**src/rtl/serial_audio_encoder.sv**
```systemverilog
// -----------------------------------------------------------------------------
// serial_audio_encoder
//
// Serial audio transmitter. It takes tagged left/right PCM samples over a
// valid/ready handshake and holds at most one sample per channel. Frames are
// sent MSB-first on lrclk/sdout, either left-justified or I2S, with 16-, 24-
// or 32-bit slots. It is the counterpart of the serial audio decoder.
//
// Parameters
//   audio_width    width of i_audio (1..32). The sample is MSB-aligned into
//                  the slot word. Short samples are zero-padded and long
//                  samples are truncated at the LSB end.
//
// Ports
//   sclk           bit clock; all logic runs on posedge
//   reset          asynchronous, active-high
//   enable         1 = run frames, 0 = idle (aborts the current frame)
//   is_i2s         1 = data delayed one bit after the lrclk edge
//                  0 = left-justified
//   lrclk_polarity lrclk level that marks the left slot (static while running)
//   word_len       00 = 16, 01 = 24, 1x = 32 bit slots
//   i_valid        sample present
//   i_ready        sample accepted when i_valid && i_ready
//   i_is_left      channel tag of the offered sample
//   i_audio        sample, MSB first
//   lrclk          frame clock
//   sdout          serial data
//   underrun       one-cycle pulse: a slot started with its channel buffer empty
// -----------------------------------------------------------------------------
module serial_audio_encoder #(
  parameter int audio_width = 32
) (
  input  logic                   sclk,
  input  logic                   reset,
  input  logic                   enable,
  input  logic                   is_i2s,
  input  logic                   lrclk_polarity,
  input  logic [1:0]             word_len,
  input  logic                   i_valid,
  output logic                   i_ready,
  input  logic                   i_is_left,
  input  logic [audio_width-1:0] i_audio,
  output logic                   lrclk,
  output logic                   sdout,
  output logic                   underrun
);

  typedef enum logic [0:0] {
    ST_IDLE = 1'b0,
    ST_RUN  = 1'b1
  } state_t;

  // Channel index used for the buffers and for the slot register.
  localparam logic SLOT_LEFT  = 1'b0;
  localparam logic SLOT_RIGHT = 1'b1;

  // Places the sample in the top bits of a 32-bit word and zero-fills the rest.
  // A slot of N bits then sends the top N bits of this word.
  function automatic logic [31:0] align_word(input logic [audio_width-1:0] sample);
    logic [31:0] word;
    word = 32'd0;
    word[31 -: audio_width] = sample;
    return word;
  endfunction

  // Index of the last bit in a slot for a given word_len code.
  function automatic logic [4:0] last_bit(input logic [1:0] len);
    logic [4:0] lb;
    case (len)
      2'b00:   lb = 5'd15;
      2'b01:   lb = 5'd23;
      default: lb = 5'd31;
    endcase
    return lb;
  endfunction

  state_t           state_q, state_d;
  logic [4:0]       bit_cnt_q, bit_cnt_d;
  logic             slot_q, slot_d;
  logic [1:0]       len_q, len_d;
  logic [31:0]      shift_q, shift_d;
  logic             dly_q, dly_d;
  logic             sdout_q, sdout_d;
  logic             underrun_q, underrun_d;
  logic [1:0]       full_q, full_d;
  logic [1:0][31:0] buf_q, buf_d;

  logic             wr_ch;
  logic             wr_en;
  logic             slot_start;
  logic             new_slot;

  assign wr_ch   = i_is_left ? SLOT_LEFT : SLOT_RIGHT;
  assign i_ready = ~full_q[wr_ch];
  assign wr_en   = i_valid & i_ready;

  // lrclk follows the slot flop directly. Polarity is static while frames
  // run, so it can be applied after the flop without glitching the output.
  // This also makes the reset value equal to lrclk_polarity.
  assign lrclk    = slot_q ^ lrclk_polarity;
  assign sdout    = sdout_q;
  assign underrun = underrun_q;

  // Next-state logic: frame sequencing, slot loads, data output and buffers.
  always_comb begin
    state_d    = state_q;
    bit_cnt_d  = bit_cnt_q;
    slot_d     = slot_q;
    len_d      = len_q;
    shift_d    = shift_q;
    dly_d      = dly_q;
    sdout_d    = sdout_q;
    underrun_d = 1'b0;
    full_d     = full_q;
    buf_d      = buf_q;
    slot_start = 1'b0;
    new_slot   = slot_q;

    case (state_q)
      ST_IDLE: begin
        // Counters wait at the start of a frame.
        bit_cnt_d = 5'd0;
        slot_d    = SLOT_LEFT;
        shift_d   = 32'd0;
        if (enable) begin
          state_d    = ST_RUN;
          slot_start = 1'b1;
          new_slot   = SLOT_LEFT;
        end else begin
          state_d = ST_IDLE;
        end
      end
      ST_RUN: begin
        if (!enable) begin
          // Abort the frame. Buffers that were not yet drained keep their data.
          state_d   = ST_IDLE;
          bit_cnt_d = 5'd0;
          slot_d    = SLOT_LEFT;
          shift_d   = 32'd0;
        end else if (bit_cnt_q == last_bit(len_q)) begin
          slot_start = 1'b1;
          new_slot   = ~slot_q;
        end else begin
          bit_cnt_d = bit_cnt_q + 5'd1;
          shift_d   = {shift_q[30:0], 1'b0};
        end
      end
      default: begin
        state_d   = ST_IDLE;
        bit_cnt_d = 5'd0;
        slot_d    = SLOT_LEFT;
        shift_d   = 32'd0;
      end
    endcase

    // Slot load. An empty buffer sends silence and flags an underrun.
    if (slot_start) begin
      bit_cnt_d            = 5'd0;
      slot_d               = new_slot;
      shift_d              = full_q[new_slot] ? buf_q[new_slot] : 32'd0;
      underrun_d           = ~full_q[new_slot];
      full_d[new_slot]     = 1'b0;
      // Slot length only changes at frame boundaries.
      len_d                = (new_slot == SLOT_LEFT) ? word_len : len_q;
    end else begin
      len_d = len_q;
    end

    // shift_d[31] is the left-justified bit for the coming cycle. I2S sends
    // the bit from one cycle earlier, so the first slot after idle sends 0.
    if (state_d == ST_RUN) begin
      dly_d   = shift_d[31];
      sdout_d = is_i2s ? dly_q : shift_d[31];
    end else begin
      dly_d   = 1'b0;
      sdout_d = 1'b0;
    end

    // Buffer write. i_ready is low for a full buffer, so a write can never
    // overwrite a word that is waiting. A write to a buffer being drained in
    // the same cycle only occurs when that buffer was already empty.
    full_d[wr_ch] = full_d[wr_ch] | wr_en;
    buf_d[wr_ch]  = wr_en ? align_word(i_audio) : buf_d[wr_ch];
  end

  // State and output registers.
  always_ff @(posedge sclk or posedge reset) begin
    if (reset) begin
      state_q    <= ST_IDLE;
      bit_cnt_q  <= 5'd0;
      slot_q     <= SLOT_LEFT;
      len_q      <= 2'b00;
      shift_q    <= 32'd0;
      dly_q      <= 1'b0;
      sdout_q    <= 1'b0;
      underrun_q <= 1'b0;
      full_q     <= 2'b00;
      buf_q      <= '0;
    end else begin
      state_q    <= state_d;
      bit_cnt_q  <= bit_cnt_d;
      slot_q     <= slot_d;
      len_q      <= len_d;
      shift_q    <= shift_d;
      dly_q      <= dly_d;
      sdout_q    <= sdout_d;
      underrun_q <= underrun_d;
      full_q     <= full_d;
      buf_q      <= buf_d;
    end
  end

endmodule
```
**config.mk**
```make
export PLATFORM = sky130hd
export DESIGN_NAME = serial_audio_encoder
export DESIGN_NICKNAME = d
export VERILOG_FILES = /design/src/rtl/serial_audio_encoder.sv
export SDC_FILE = /design/constraint.sdc
export NUM_CORES = 1
export LEC_CHECK = 0
export BUFFER_PORTS_ARGS = -buffer_cell sky130_fd_sc_hd__buf_4
export CORE_UTILIZATION = 59
export DETAILED_ROUTE_END_ITERATION = 12
export PLACE_DENSITY = 0.79
export SETUP_SLACK_MARGIN = 0.15
export SLEW_MARGIN = 10
export SYNTH_ARGS = -nofsm -noshare
export SYNTH_HDL_FRONTEND = slang
export SYNTH_SLANG_ARGS = --single-unit
```
**constraint.sdc**
```tcl
create_clock -name sclk -period 4.4 [get_ports sclk]
set_input_delay 1.1 -clock sclk [delete_from_list [all_inputs] [get_ports sclk]]
set_output_delay 1.1 -clock sclk [all_outputs]
set_load 0.01 [all_outputs]
```
==> results.json <==
{
  "final_common_cell": "dfrtp_1",
  "holdPathStages": 2,
  "worst-path-max-fanout": 22,
  "hold_viol": 0,
  "drt_pre_antenna_iters": 5,
  "ir_worst_vdd_v": 0.0002921,
  "rsz0062_at_grt": "false",
  "gp_congestion": 0.7702,
  "drv_slew": 0,
  "die_w_um": 91.24,
  "hold_path.class": "reg -> reg",
  "syn_area_per_cell_um2": 13.62,
  "netlist_area_mm2": 0.004698,
  "via_per_inst": 5.850,
  "cts_buffer_depth": 2,
  "clk_latency_ns": 0.36,
  "finalSetupTns_ns": 0,
  "reg2reg_slack_ns": 1.53,
  "max_slew.worst_pin.slew_ns": 1.230,
  "start_kind": "flop",
  "initial_core_util_pct": 60.80,
  "final_cells": 492,
  "hold_buffers": 0,
  "cts_buffers": 9,
  "ant_nets": 0,
  "remaining_drc_errors": 0,
  "nets": 427,
  "grt_pass1_vias": 2885,
  "dp_hpwl_um": 5070,
  "finalPower_mw": 2.186,
  "routedWlPerCell_um": 16.69,
  "placedCellCount": 476,
  "coreArea_mm2": 0.007727,
  "design_area_mm2": 0.005356,
  "hp-start": "shift_q[22]$_DFFE_PP0P_",
  "fillCellCount": 556,
  "r2r_cells": 7,
  "cts_tree": "done",
  "rr_startpoint": "len_q[1]$_DFFE_PP0P_",
  "grt_antenna_before_repair": 0,
  "synth_fp_nets": 387,
  "power.density_mw_per_mm2": 408.0,
  "die-area_mm2": 0.008324,
  "maxCapViolCount": 0,
  "finalCriticalPeriod_ns": 2.865,
  "fin_skew_ns": 0.01038,
  "drtIter0Drc": 165,
  "required_ns": 4.70,
  "synth_ff_type": "dfrtp_1",
  "post_cts_resized": 0,
  "crit_type": "reg -> reg",
  "setup_viol": 0,
  "max_freq_mhz": 349.0,
  "post_cts_buffers": 0,
  "synthArstFlopShare_pct": 100.0,
  "post-route-period-util_pct": 65.12,
  "final_cell_mix": "dfrtp_1, mux2_2, nand2_1",
  "yosysSeqAreaShare_pct": 58.06,
  "regArea_mm2": 0.002728,
  "synthCells": 345,
  "grt-ovfl-total": 0,
  "synth_edf_count": 0,
  "cts.reportedPaths.clkPinSlew_ns": 0.10,
  "totalWireLength_um": 8213,
  "diodes": 0,
  "synth_seq_cells": 109,
  "cp.arrival_ns": 3.17,
  "io_pins": 45,
  "area_growth_pct": 14.01,
  "drive_gt1_share_pct": 43.85,
  "r2r-end": "shift_q[4]$_DFFE_PP0P_",
  "multi_input_area_mm2": 0.001849,
  "hold_path_end": "shift_q[23]$_DFFE_PP0P_",
  "grt_use_total_pct": 21.90,
  "status": "finished, final reports clean",
  "dr_total_vias": 2878,
  "cts_max_level": 3,
  "port-buffer-count": 44,
  "power.leakage_nw": 2.510,
  "post_dp_cell_area_mm2": 0.005105,
  "worst_setup_path_end_kind": "flop",
  "relSlewSlack_pct": 17.78,
  "cts.sinks": 109,
  "ys_warn_count": 0,
  "grt_max_degree": 72,
  "die_h_um": 91.24,
  "ys_types": 34,
  "num_rows": 32,
  "grt_pass1_wl_um": 14020,
  "cts_root_buf": "clkbuf_8"
}
-- worst max-delay path, cell delays in order, from the launching register on --
cell	delay, ns
dfrtp_1	0.41
and4bb_4	0.25
o311ai_4	0.56
nor3_2	0.14
a311oi_4	0.68
buf_4	0.50
o221ai_2	0.14
nand2_1	0.12
-- worst max path at each step --
stage	from	end	slack, ns
floorplan	reset	bit_cnt_q[0]$_DFFE_PP0P_	0.43
global placement	enable	shift_q[4]$_DFFE_PP0P_	1.46
detailed placement	enable	shift_q[4]$_DFFE_PP0P_	1.38
CTS	len_q[1]$_DFFE_PP0P_	shift_q[4]$_DFFE_PP0P_	1.51
global route	len_q[1]$_DFFE_PP0P_	shift_q[30]$_DFFE_PP0P_	1.38
finish	len_q[1]$_DFFE_PP0P_	shift_q[4]$_DFFE_PP0P_	1.53
-- sequential cells by signal, summed over array words and instances, names as in the netlist --
register / flops
sdout: 1
full_q: 2
underrun: 1
shift_q: 31
buf_q: 64
dly_q: 1
state_q: 1
bit_cnt_q: 5
len_q: 2
slot_q: 1
-- area by class of cell --
type / count / area share [%]
flip-flops and latches: 109 / 50.92
repair buffers: 51 / 7.148
inverters: 4 / 0.3270
clock inverters: 7 / 2.383
clock buffers: 9 / 2.313
well taps: 102 / 2.383
multi-input cells: 210 / 34.52
-- stage by stage --
| step | hold WS, ns | util (%) | setup WS [ns] |
|---|---|---|---|
| 2_1_floorplan | 0.4216 | - | 0.4261 |
| 3_3_place_gp | 0.4244 | 66.06 | 1.459 |
| 6_report | 0.4455 | 69.32 | 1.535 |
| 4_1_cts | 0.4539 | 69.32 | 1.506 |
| 5_1_grt | 0.4723 | 69.32 | 1.377 |
| 3_5_place_dp | 0.4299 | 66.06 | 1.377 |
-- power by group --
group / switching, mW / total, mW / internal [mW]
combinational: 0.105 / 0.244 / 0.139
sequential: 0.0832 / 1.21 / 1.13
clock: 0.340 / 0.727 / 0.387
-- routing by layer --
layer | track usage, % | routed length [µm] | up-vias
li1 | - | - | 1315
met1 | 29.81 | 3638 | 1490
met2 | 35.29 | 4064 | 64
met3 | 5.863 | 399 | 9
met4 | 5.556 | 111 | 0
met5 | 0 | 0 | -
-- Yosys cell counts (4+ instances only) --
cell	instances	share of area, %
mux2_2	64	15
dfrtp_1	109	58
buf_2	7	0.75
clkbuf_1	11	0.88
xor2_1	4	0.75
inv_1	4	0.32
o221ai_2	30	9.6
nand2_1	64	5.1
nand3_1	4	0.43
nor2_1	8	0.64
buf_6	4	0.96
-- logic make-up after synthesis --
logic type	after synthesis	share of synthesized area (%)
buffers and inverters	26	2.903
XOR/XNOR	5	0.9320
AND/OR/NAND/NOR	90	8.549
flip-flops	109	58.06
adder cells (fa/ha/maj)	1	0.2663
AO/OA/AOI/OAI	46	13.05
multiplexers	68	16.24
Power figures use the tool's default switching activity.
